### src/rtl/sine_sched_pkg.sv
`default_nettype none
// ============================================================================
// Module      : sine_sched_pkg
// Description : Shared constants, channel state type and index helpers for
//               the sine channel scheduler.
// Revision    : 1.0 - initial release
// ============================================================================
package sine_sched_pkg;

  localparam int TABLE_SIZE = 32;
  localparam int IDX_W      = 5;
  localparam int SINE_W     = 8;
  localparam int PHASE_W    = 9;

  localparam logic [IDX_W-1:0] IDX_MAX = IDX_W'(TABLE_SIZE - 1);
  localparam logic [IDX_W-1:0] IDX_MID = IDX_W'(TABLE_SIZE / 2);
  localparam logic [IDX_W-1:0] IDX_ONE = IDX_W'(1);

  typedef enum logic {
    DIR_FWD = 1'b0,
    DIR_REV = 1'b1
  } dir_t;

  typedef struct packed {
    logic [IDX_W-1:0] idx;
    dir_t             dir;
  } chan_state_t;

  // Mid-table plus signed offset, folded at 0 and clamped at the top entry.
  function automatic chan_state_t start_index(input logic [PHASE_W-1:0] phase);
    logic signed [PHASE_W:0] s;
    chan_state_t             st;
    s = $signed({1'b0, PHASE_W'(TABLE_SIZE / 2)}) + $signed({phase[PHASE_W-1], phase});
    if (s[PHASE_W]) begin
      s = -s;
    end
    if (s > $signed((PHASE_W + 1)'(TABLE_SIZE - 1))) begin
      st.idx = IDX_MAX;
    end else begin
      st.idx = s[IDX_W-1:0];
    end
    st.dir = phase[PHASE_W-1] ? DIR_REV : DIR_FWD;
    if (st.idx == IDX_MAX) begin
      st.dir = DIR_REV;
    end else if (st.idx == '0) begin
      st.dir = DIR_FWD;
    end
    return st;
  endfunction

  // Bounce traversal: each endpoint is visited once before turning around.
  function automatic chan_state_t advance(input chan_state_t cur);
    chan_state_t nxt;
    nxt = cur;
    if (cur.dir == DIR_FWD) begin
      if (cur.idx == IDX_MAX) begin
        nxt.idx = cur.idx - IDX_ONE;
        nxt.dir = DIR_REV;
      end else begin
        nxt.idx = cur.idx + IDX_ONE;
      end
    end else begin
      if (cur.idx == '0) begin
        nxt.idx = cur.idx + IDX_ONE;
        nxt.dir = DIR_FWD;
      end else begin
        nxt.idx = cur.idx - IDX_ONE;
      end
    end
    return nxt;
  endfunction

endpackage
`default_nettype wire

### src/rtl/rr_arbiter.sv
`default_nettype none
// ============================================================================
// Module      : rr_arbiter
// Description : Combinational round-robin search starting at ptr, ascending
//               with wrap; returns one-hot grant, winner id and any-flag.
// Revision    : 1.0 - initial release
// ============================================================================
module rr_arbiter #(
  parameter int NUM_CH = 4,
  parameter int CH_W   = 2
) (
  input  logic [NUM_CH-1:0] req,
  input  logic [CH_W-1:0]   ptr,
  output logic [NUM_CH-1:0] grant,
  output logic [CH_W-1:0]   grant_id,
  output logic              any
);

  logic [CH_W-1:0] w_cand;

  always_comb begin
    grant    = '0;
    grant_id = '0;
    any      = 1'b0;
    w_cand   = '0;
    for (int i = 0; i < NUM_CH; i++) begin
      w_cand = CH_W'((int'(ptr) + i) % NUM_CH);
      if (!any && req[w_cand]) begin
        grant[w_cand] = 1'b1;
        grant_id      = w_cand;
        any           = 1'b1;
      end
    end
  end

endmodule
`default_nettype wire

### src/rtl/sine_channel_scheduler.sv
`default_nettype none
// ============================================================================
// Module      : sine_channel_scheduler
// Description : Shares one half-sine table read port between NUM_CH bouncing
//               sine channels via round-robin; samples return tagged by channel.
// Revision    : 1.0 - initial release
// ============================================================================
module sine_channel_scheduler
  import sine_sched_pkg::*;
#(
  parameter int NUM_CH = 4,
  parameter int CH_W   = 2
) (
  input  logic                clock,
  input  logic                reset,
  input  logic [NUM_CH-1:0]   ch_enable,
  input  logic [NUM_CH-1:0]   ch_req,
  output logic [NUM_CH-1:0]   ch_ack,
  input  logic                cfg_wr,
  input  logic [CH_W-1:0]     cfg_ch,
  input  logic [PHASE_W-1:0]  cfg_phase,
  output logic [IDX_W-1:0]    tbl_addr,
  input  logic [SINE_W-1:0]   tbl_data,
  output logic [SINE_W-1:0]   sample_out,
  output logic [CH_W-1:0]     sample_ch,
  output logic                sample_valid
);

  chan_state_t         r_chan [NUM_CH];
  logic [CH_W-1:0]     r_ptr;
  logic                r_s1_valid;
  logic [CH_W-1:0]     r_s1_ch;

  logic [NUM_CH-1:0]   w_elig;
  logic [NUM_CH-1:0]   w_grant;
  logic [CH_W-1:0]     w_win;
  logic                w_any;
  logic [CH_W-1:0]     w_ptr_next;
  chan_state_t         w_load;

  assign w_elig     = ch_req & ch_enable;
  assign w_ptr_next = (w_win == CH_W'(NUM_CH - 1)) ? '0 : w_win + CH_W'(1);
  assign w_load     = start_index(cfg_phase);

  rr_arbiter #(
    .NUM_CH (NUM_CH),
    .CH_W   (CH_W)
  ) u_arb (
    .req      (w_elig),
    .ptr      (r_ptr),
    .grant    (w_grant),
    .grant_id (w_win),
    .any      (w_any)
  );

  // A phase load takes priority over the advance of a same-cycle grant.
  always_ff @(posedge clock or posedge reset) begin
    if (reset) begin
      for (int c = 0; c < NUM_CH; c++) begin
        r_chan[c] <= '{idx: IDX_MID, dir: DIR_FWD};
      end
    end else begin
      for (int c = 0; c < NUM_CH; c++) begin
        if (cfg_wr && (cfg_ch == CH_W'(c))) begin
          r_chan[c] <= w_load;
        end else if (w_grant[c]) begin
          r_chan[c] <= advance(r_chan[c]);
        end
      end
    end
  end

  // Stage 0: grant and table address; stage 1: capture the table output.
  always_ff @(posedge clock or posedge reset) begin
    if (reset) begin
      ch_ack       <= '0;
      tbl_addr     <= '0;
      r_ptr        <= '0;
      r_s1_valid   <= 1'b0;
      r_s1_ch      <= '0;
      sample_out   <= '0;
      sample_ch    <= '0;
      sample_valid <= 1'b0;
    end else begin
      ch_ack     <= w_grant;
      r_s1_valid <= w_any;
      if (w_any) begin
        tbl_addr <= r_chan[w_win].idx;
        r_s1_ch  <= w_win;
        r_ptr    <= w_ptr_next;
      end
      sample_valid <= r_s1_valid;
      if (r_s1_valid) begin
        sample_out <= tbl_data;
        sample_ch  <= r_s1_ch;
      end
    end
  end

endmodule
`default_nettype wire
### config.mk
export PLATFORM = sky130hd
export DESIGN_NAME = sine_channel_scheduler
export DESIGN_NICKNAME = d
export VERILOG_FILES = /design/src/rtl/sine_sched_pkg.sv /design/src/rtl/rr_arbiter.sv /design/src/rtl/sine_channel_scheduler.sv
export SDC_FILE = /design/constraint.sdc
export NUM_CORES = 1
export LEC_CHECK = 0
export ABC_AREA = 1
export BUFFER_PORTS_ARGS = -buffer_cell sky130_fd_sc_hd__buf_2
export CORE_MARGIN = 3
export CORE_UTILIZATION = 45
export CTS_CLUSTER_DIAMETER = 40
export DETAILED_ROUTE_END_ITERATION = 12
export HOLD_SLACK_MARGIN = 0.15
export SETUP_SLACK_MARGIN = 0.3
export SLEW_MARGIN = 25
export SYNTH_ARGS = -nofsm -noshare
export SYNTH_HDL_FRONTEND = slang
export SYNTH_HIERARCHICAL = 1
export SYNTH_SLANG_ARGS = --single-unit
### constraint.sdc
create_clock -name clock -period 3.33 [get_ports clock]
set_input_delay 0.4995 -clock clock [delete_from_list [all_inputs] [get_ports clock]]
set_output_delay 0.4995 -clock clock [all_outputs]
set_load 0.01 [all_outputs]
==> results of run 1 <==
## kinds of logic (layout without fill, tap and decap cells)
kind of cell             Yosys count  after routing
XOR/XNOR                          10             10
AO/OA/AOI/OAI                     94             94
adder cells (fa/ha/maj)           21             21
AND/OR/NAND/NOR                  263            263
buffers and inverters             96            150
multiplexers                      10             10
flip-flops                        49             49
## state kept, by name, summed over array words and instances, names as in the netlist
signal / count
ch_ack: 4
tbl_addr: 5
sample_out: 8
sample_valid: 1
r_s1_ch: 2
r_s1_valid: 1
r_ptr: 2
r_chan: 24
sample_ch: 2
## synth_stat cells, drive strengths merged, types with 7 or more instances
master  number  area share
nand2      139        0.15
inv         88       0.086
nor2        52       0.056
nand3       47       0.070
dfrtp       45        0.29
o21ai       35       0.046
a21oi       30       0.039
ha          21       0.069
nor3        12       0.016
mux2        10       0.029
nand4       10       0.016
xor2         9       0.021
o211ai       8       0.016
a22oi        7       0.014
## stage by stage
stage | power (mW) | instance area, um^2 | std cells
4_1_cts | 4.31 | 4280 | 699
3_3_place_gp | 3.88 | 4180 | 691
6_report | 4.30 | 4280 | 699
2_1_floorplan | 3.28 | 3820 | 543
3_5_place_dp | 3.94 | 4190 | 691
5_1_grt | 4.82 | 4280 | 699
## timing repair
action	CTS	global route
endpoints found under the setup margin	0	6
gates resized for setup	0	3
buffers inserted	0	0
## layer usage
| metal | GRT usage | vias to the layer above | routed length, um |
|---|---|---|---|
| met2 | 0.313 | 74 | 4010 |
| met3 | 0.0293 | 4 | 396 |
| met4 | 0.0389 | 0 | 82 |
| met1 | 0.270 | 1596 | 4420 |
| met5 | 0 | - | 0 |
| li1 | - | 1883 | - |
## layout make-up
type | instances | area (um^2) | area share
multi-input combinational | 398 | 2220 | 0.518
sequential | 49 | 1230 | 0.288
clock inverter | 3 | 21.3 | 0.00496
inverter | 89 | 342 | 0.0797
timing repair buffer | 53 | 275 | 0.0643
clock buffer | 5 | 68.8 | 0.0161
tap | 102 | 128 | 0.0298
## worst max path at each step
stage / from / to / slack [ns] / depth (start not counted)
finish: r_ptr[1]$_DFFE_PP0P_ / r_chan[14]$_DFFE_PP0P_ / 0.67 / 15
global route: r_ptr[1]$_DFFE_PP0P_ / r_chan[14]$_DFFE_PP0P_ / 0.35 / 15
CTS: r_ptr[0]$_DFFE_PP0P_ / tbl_addr[2]$_DFFE_PP0P_ / 0.46 / 12
detailed placement: r_ptr[0]$_DFFE_PP0P_ / tbl_addr[1]$_DFFE_PP0P_ / 0.46 / 12
global placement: r_ptr[0]$_DFFE_PP0P_ / tbl_addr[3]$_DFFE_PP0P_ / 0.61 / 12
floorplan: r_ptr[0]$_DFFE_PP0P_ / r_chan[14]$_DFFE_PP0P_ / 0.96 / 15
## power by group
part | switching (mW) | internal (mW) | total (mW)
registers | 0.297 | 0.915 | 1.21
logic | 1.72 | 1.02 | 2.74
clock network | 0.199 | 0.149 | 0.348
total | 2.22 | 2.08 | 4.30
==> impl_metrics.json, run 1 <==
{
  "clkLatencyLatePin_ns": 0.30,
  "path_cells": "inv_1 -> ha_1 -> inv_1 -> nand2_1 -> nand2_2 -> nor2_4 -> nand3_1 -> nand3_1 -> inv_1 -> nor2_1 -> o21ai_0 -> a21oi_1 -> a21oi_1 -> o21ai_1 -> inv_1",
  "drt-total-wl_mm": 8.91,
  "fin_crit_sh": 0.800,
  "p_leak_nw": 2.23,
  "die_area_um2": 9630,
  "crit_path_end_kind": "register",
  "cp.arrival_ns": 2.86,
  "setup_tns_ns": 0,
  "synth_area_um2": 3820,
  "finalWorstPathRequiredPeriod_ns": 2.66,
  "antenna_found_initial": 0,
  "rr_worst_depth": 15,
  "viasPerCell": 5.09,
  "ioPinCount": 50,
  "r2r-end": "r_chan[14]$_DFFE_PP0P_",
  "synthMuxAreaShare": 0.0295,
  "clk_pin_slew_ns": 0.09,
  "drt_iter0_drc": 180,
  "first_global_vias": 3359,
  "antenna_cells": 0,
  "core_area_um2": 7970,
  "mostFrequentLayoutCell": "nand2_1",
  "setup_violations": 0,
  "max_freq_ghz": 0.375,
  "final_layout_size_suffix_gt1_frac": 0.188,
  "synthCells": 543,
  "gp_congestion": 0.857,
  "hp-class": "in -> async",
  "cts_max_level": 2,
  "fill_cells": 812,
  "final_util": 0.538,
  "synth_edf_count": 0,
  "yosysSeqAreaShare": 0.322,
  "ys_ff_latch": 49,
  "r2r-start": "r_ptr[1]$_DFFE_PP0P_",
  "hold_ws_ns": 0.275,
  "num_vias": 3557,
  "cts-root-buf": "clkbuf_8",
  "synth_ff_type": "dfrtp_1",
  "area_growth_pct": 12.1,
  "irDropWorstVdd_uv": 396,
  "cp_slowest_cell": "dfrtp_1",
  "grt_setup_unrepaired": "no",
  "dieWidth_um": 98.2,
  "finClkSkew_ns": 0.00688,
  "synth_compound_area_frac": 0.140,
  "setup_ws_ns": 0.667,
  "critPathMaxStageDelay_ns": 0.51,
  "syn_nets": 594,
  "clk_path_buf_depth": 2,
  "maxCapViolations": 0,
  "start_util": 0.480,
  "power_density_nw_per_um2": 1000,
  "synth-simple-area-share": 0.317,
  "crit_top_cell": "inv_1",
  "mostFrequentLayoutCells": "119 x nand2_1, 84 x inv_1, 49 x buf_2",
  "dr.pass1.iters": 4,
  "worstPathRequired_ns": 3.52,
  "startpoint_type": "register",
  "synthXorXnorAreaFrac": 0.0229,
  "tightest_slew_ns": 0.725,
  "ys_warn_count": 6,
  "overflow": 0,
  "io_buffers": 49,
  "synth_area_per_cell_um2": 7.04,
  "hpwl_mm": 7.15,
  "grt_max_degree": 50,
  "synth_top_family_by_area": "simple AND/OR/NAND/NOR gates",
  "clkSinkCount": 49,
  "cts-buffers-inserted": 5,
  "async_reset_ff_frac": 1.00,
  "finalMaxSlewViolations": 0,
  "grt_pass1_wl_mm": 15.5,
  "crit_fanout": 13,
  "dieHeight_um": 98.2,
  "path_buf_inv": 4,
  "critPathTopFamily": "simple AND/OR/NAND/NOR gates",
  "status": "completed",
  "drc": 0,
  "track_usage": 0.191,
  "cts_tree": "built",
  "place_ws_ns": 0.458,
  "rrSetupSlack_ns": 0.67,
  "path_class": "reg -> reg",
  "antenna_left": 0,
  "synth-adder-area-share": 0.0688,
  "synth.distinct_cells": 36,
  "finalHoldViolations": 0,
  "postCtsHoldBufs": 0,
  "fin_nets": 647,
  "routedWlPerCell_um": 12.7,
  "num_rows": 32,
  "relSlewSlack": 0.513
}
No activity file was read; power rests on OpenSTA's default activity.
==> run 2: changes to the inputs <==
--- a/config.mk
+++ b/config.mk
@@ -12,6 +12,7 @@
 export CTS_CLUSTER_DIAMETER = 40
 export DETAILED_ROUTE_END_ITERATION = 12
 export HOLD_SLACK_MARGIN = 0.15
+export PLACE_DENSITY = 0.67
 export SETUP_SLACK_MARGIN = 0.3
 export SLEW_MARGIN = 25
 export SYNTH_ARGS = -nofsm -noshare
==> constraint.sdc (replaced) <==
create_clock -name clock -period 2.2 [get_ports clock]
set_input_delay 0.33 -clock clock [delete_from_list [all_inputs] [get_ports clock]]
set_output_delay 0.33 -clock clock [all_outputs]
set_load 0.01 [all_outputs]
==> run 2 against run 1 <==
Sequential power grew 49%. Wire length grew 13%. Total power grew 100%. Non-clock buffer count grew 37. Worst setup slack lost 0.54 ns. First-iteration DRC count grew 5.0%. Fmax grew 28%. Via count grew 8.6%. Largest cell class unchanged.
==> impl_metrics.json, run 2 (same netlist as run 1, synthesis figures left out) <==
{
  "dr.pass1.iters": 5,
  "first_global_vias": 3586,
  "fin_crit_sh": 0.942,
  "clk_pin_slew_ns": 0.10,
  "finalWorstPathRequiredPeriod_ns": 2.07,
  "final_layout_size_suffix_gt1_frac": 0.356,
  "r2r-start": "r_ptr[0]$_DFFE_PP0P_",
  "clkSinkCount": 49,
  "grt_setup_unrepaired": "yes",
  "antenna_cells": 0,
  "finalHoldViolations": 0,
  "worstPathRequired_ns": 2.40,
  "r2r-end": "r_chan[3]$_DFFE_PP0P_",
  "overflow": 0,
  "largest_registers": "r_chan: 24 flops, sample_out: 8 flops, tbl_addr: 5 flops",
  "hpwl_mm": 7.23,
  "max_freq_ghz": 0.482,
  "top_register": "r_chan",
  "finClkSkew_ns": 0.0137,
  "finalMaxSlewViolations": 0,
  "relSlewSlack": 0.537,
  "worst_hold_path.endpoint": "sample_out[2]$_DFFE_PP0P_",
  "rr_worst_depth": 13,
  "fin_nets": 685,
  "hold_ws_ns": 0.239,
  "cts-root-buf": "clkbuf_8",
  "status": "completed",
  "maxCapViolations": 0,
  "switchingPower_mw": 4.41,
  "antenna_left": 0,
  "startpoint_type": "register",
  "irDropWorstVdd_uv": 677,
  "viasPerCell": 5.24,
  "setup_violations": 0,
  "cts_max_level": 2,
  "ioPinCount": 50,
  "path_class": "reg -> reg",
  "num_rows": 32,
  "dieHeight_um": 98.2,
  "dieWidth_um": 98.2,
  "drt_iter0_drc": 189,
  "fill_cells": 705,
  "clk_path_buf_depth": 2,
  "rrSetupSlack_ns": 0.13,
  "routedWlPerCell_um": 13.6,
  "antenna_found_initial": 0,
  "crit_path_end_kind": "register",
  "comb_power_share": 0.730,
  "hp-class": "in -> reg",
  "core_area_um2": 7970,
  "cp.arrival_ns": 2.27,
  "mostFrequentLayoutCells": "109 x nand2_1, 71 x inv_1, 49 x buf_2",
  "p_leak_nw": 2.50,
  "tightest_slew_ns": 0.694,
  "die_area_um2": 9630,
  "grt_max_degree": 34,
  "clkLatencyLatePin_ns": 0.32,
  "crit_fanout": 6,
  "drt-total-wl_mm": 10.0,
  "start_util": 0.480,
  "min-delay-start": "tbl_data[2]",
  "internal_power_mw": 4.38,
  "setup_tns_ns": 0,
  "mostFrequentLayoutCell": "nand2_1",
  "area_growth_pct": 30.1,
  "seqPwrFrac": 0.205,
  "power_density_nw_per_um2": 1770,
  "io_buffers": 49,
  "cts-buffers-inserted": 5,
  "switching_share": 0.502,
  "cts_tree": "built",
  "holdPathStages": 2,
  "grt_pass1_wl_mm": 16.3,
  "drc": 0,
  "largest_reg_flops": 24,
  "gp_congestion": 0.920,
  "num_vias": 3864,
  "track_usage": 0.202,
  "clkPwrFrac": 0.065
}
-- run 2: changes by cell type in the layout (fill, tap and decap cells not counted), moves of 10 or more --
cell / previous run / this run
a21oi_2: 0 / 15
buf_4: 4 / 31
o21ai_1: 1 / 19
inv_1: 84 / 71
a21oi_1: 30 / 15
nand2_1: 119 / 109
o21ai_0: 34 / 10
-- run 2: worst max path at each step --
| stage | slack [ns] | end | start | depth (start not counted) |
|---|---|---|---|---|
| final | 0.13 | r_chan[3]$_DFFE_PP0P_ | r_ptr[0]$_DFFE_PP0P_ | 13 |
| after CTS | 0.20 | r_chan[14]$_DFFE_PP0P_ | r_ptr[0]$_DFFE_PP0P_ | 14 |
| after global placement | 0.11 | r_chan[15]$_DFFE_PP0P_ | r_chan[13]$_DFFE_PP0P_ | 11 |
| after detailed placement | 0.1 | r_chan[15]$_DFFE_PP0P_ | r_ptr[0]$_DFFE_PP0P_ | 12 |
| after floorplan | 0.19 | r_chan[14]$_DFFE_PP0P_ | r_ptr[0]$_DFFE_PP0P_ | 16 |
| after global routing | 0.02 | r_chan[14]$_DFFE_PP0P_ | r_ptr[0]$_DFFE_PP0P_ | 15 |
-- run 2: critical path, stage by stage, from the launching register on --
cell and delay [ns]:
dfrtp_2 0.41, inv_4 0.06, ha_4 0.31, inv_4 0.06
nand2_4 0.06, nand2_4 0.06, nor2_4 0.17, buf_4 0.14
nand4_1 0.08, nand3_2 0.16, buf_4 0.14, nand3_1 0.09
a21oi_2 0.13, a21oi_1 0.08
-- run 2: per-stage QoR --
stage,power [mW],worst slack (ns),std cells,instance area (um^2),util
finish,8.79,0.127,737,4970,0.624
global route,9.56,0.0232,737,4970,0.624
CTS,7.82,0.198,723,4700,0.590
detailed placement,6.40,0.0955,702,4350,0.546
global placement,6.31,0.106,702,4350,0.546
floorplan,5.28,0.188,543,3920,-
-- run 2: per-layer routing --
metal,GRT usage,up-vias,wire length (um)
met1,0.269,1830,4520
met4,0.0389,0,93
li1,-,1958,-
met2,0.351,69,5020
met5,0,-,0
met3,0.0300,7,407
-- run 2: power by group through the flow --
stage                     registers [mW]  logic [mW]  clock network [mW]
final                               1.80        6.41               0.574
after CTS                           1.77        5.46               0.591
after global routing                1.87        7.07               0.627
after floorplan                     1.76        3.52                   0
after global placement              1.77        4.53                   0
after detailed placement            1.79        4.61                   0
-- run 2: cell type report --
| type | instances | area, um^2 | area share |
|---|---|---|---|
| Clock buffer | 5 | 68.8 | 0.0138 |
| Clock inverter | 3 | 25.0 | 0.00503 |
| Inverter | 89 | 355 | 0.0715 |
| Multi-Input combinational cell | 399 | 2570 | 0.517 |
| Sequential cell | 49 | 1230 | 0.248 |
| Tap cell | 102 | 128 | 0.0257 |
| Timing Repair Buffer | 90 | 589 | 0.119 |
-- run 2: repair_timing --
action,CTS,global route
pin swaps,32,30
hold buffers,1,0
gates resized for setup,53,51
setup endpoints to repair,33,33
gates cloned,2,0
endpoints found under the hold margin,17,0
setup buffers,10,14
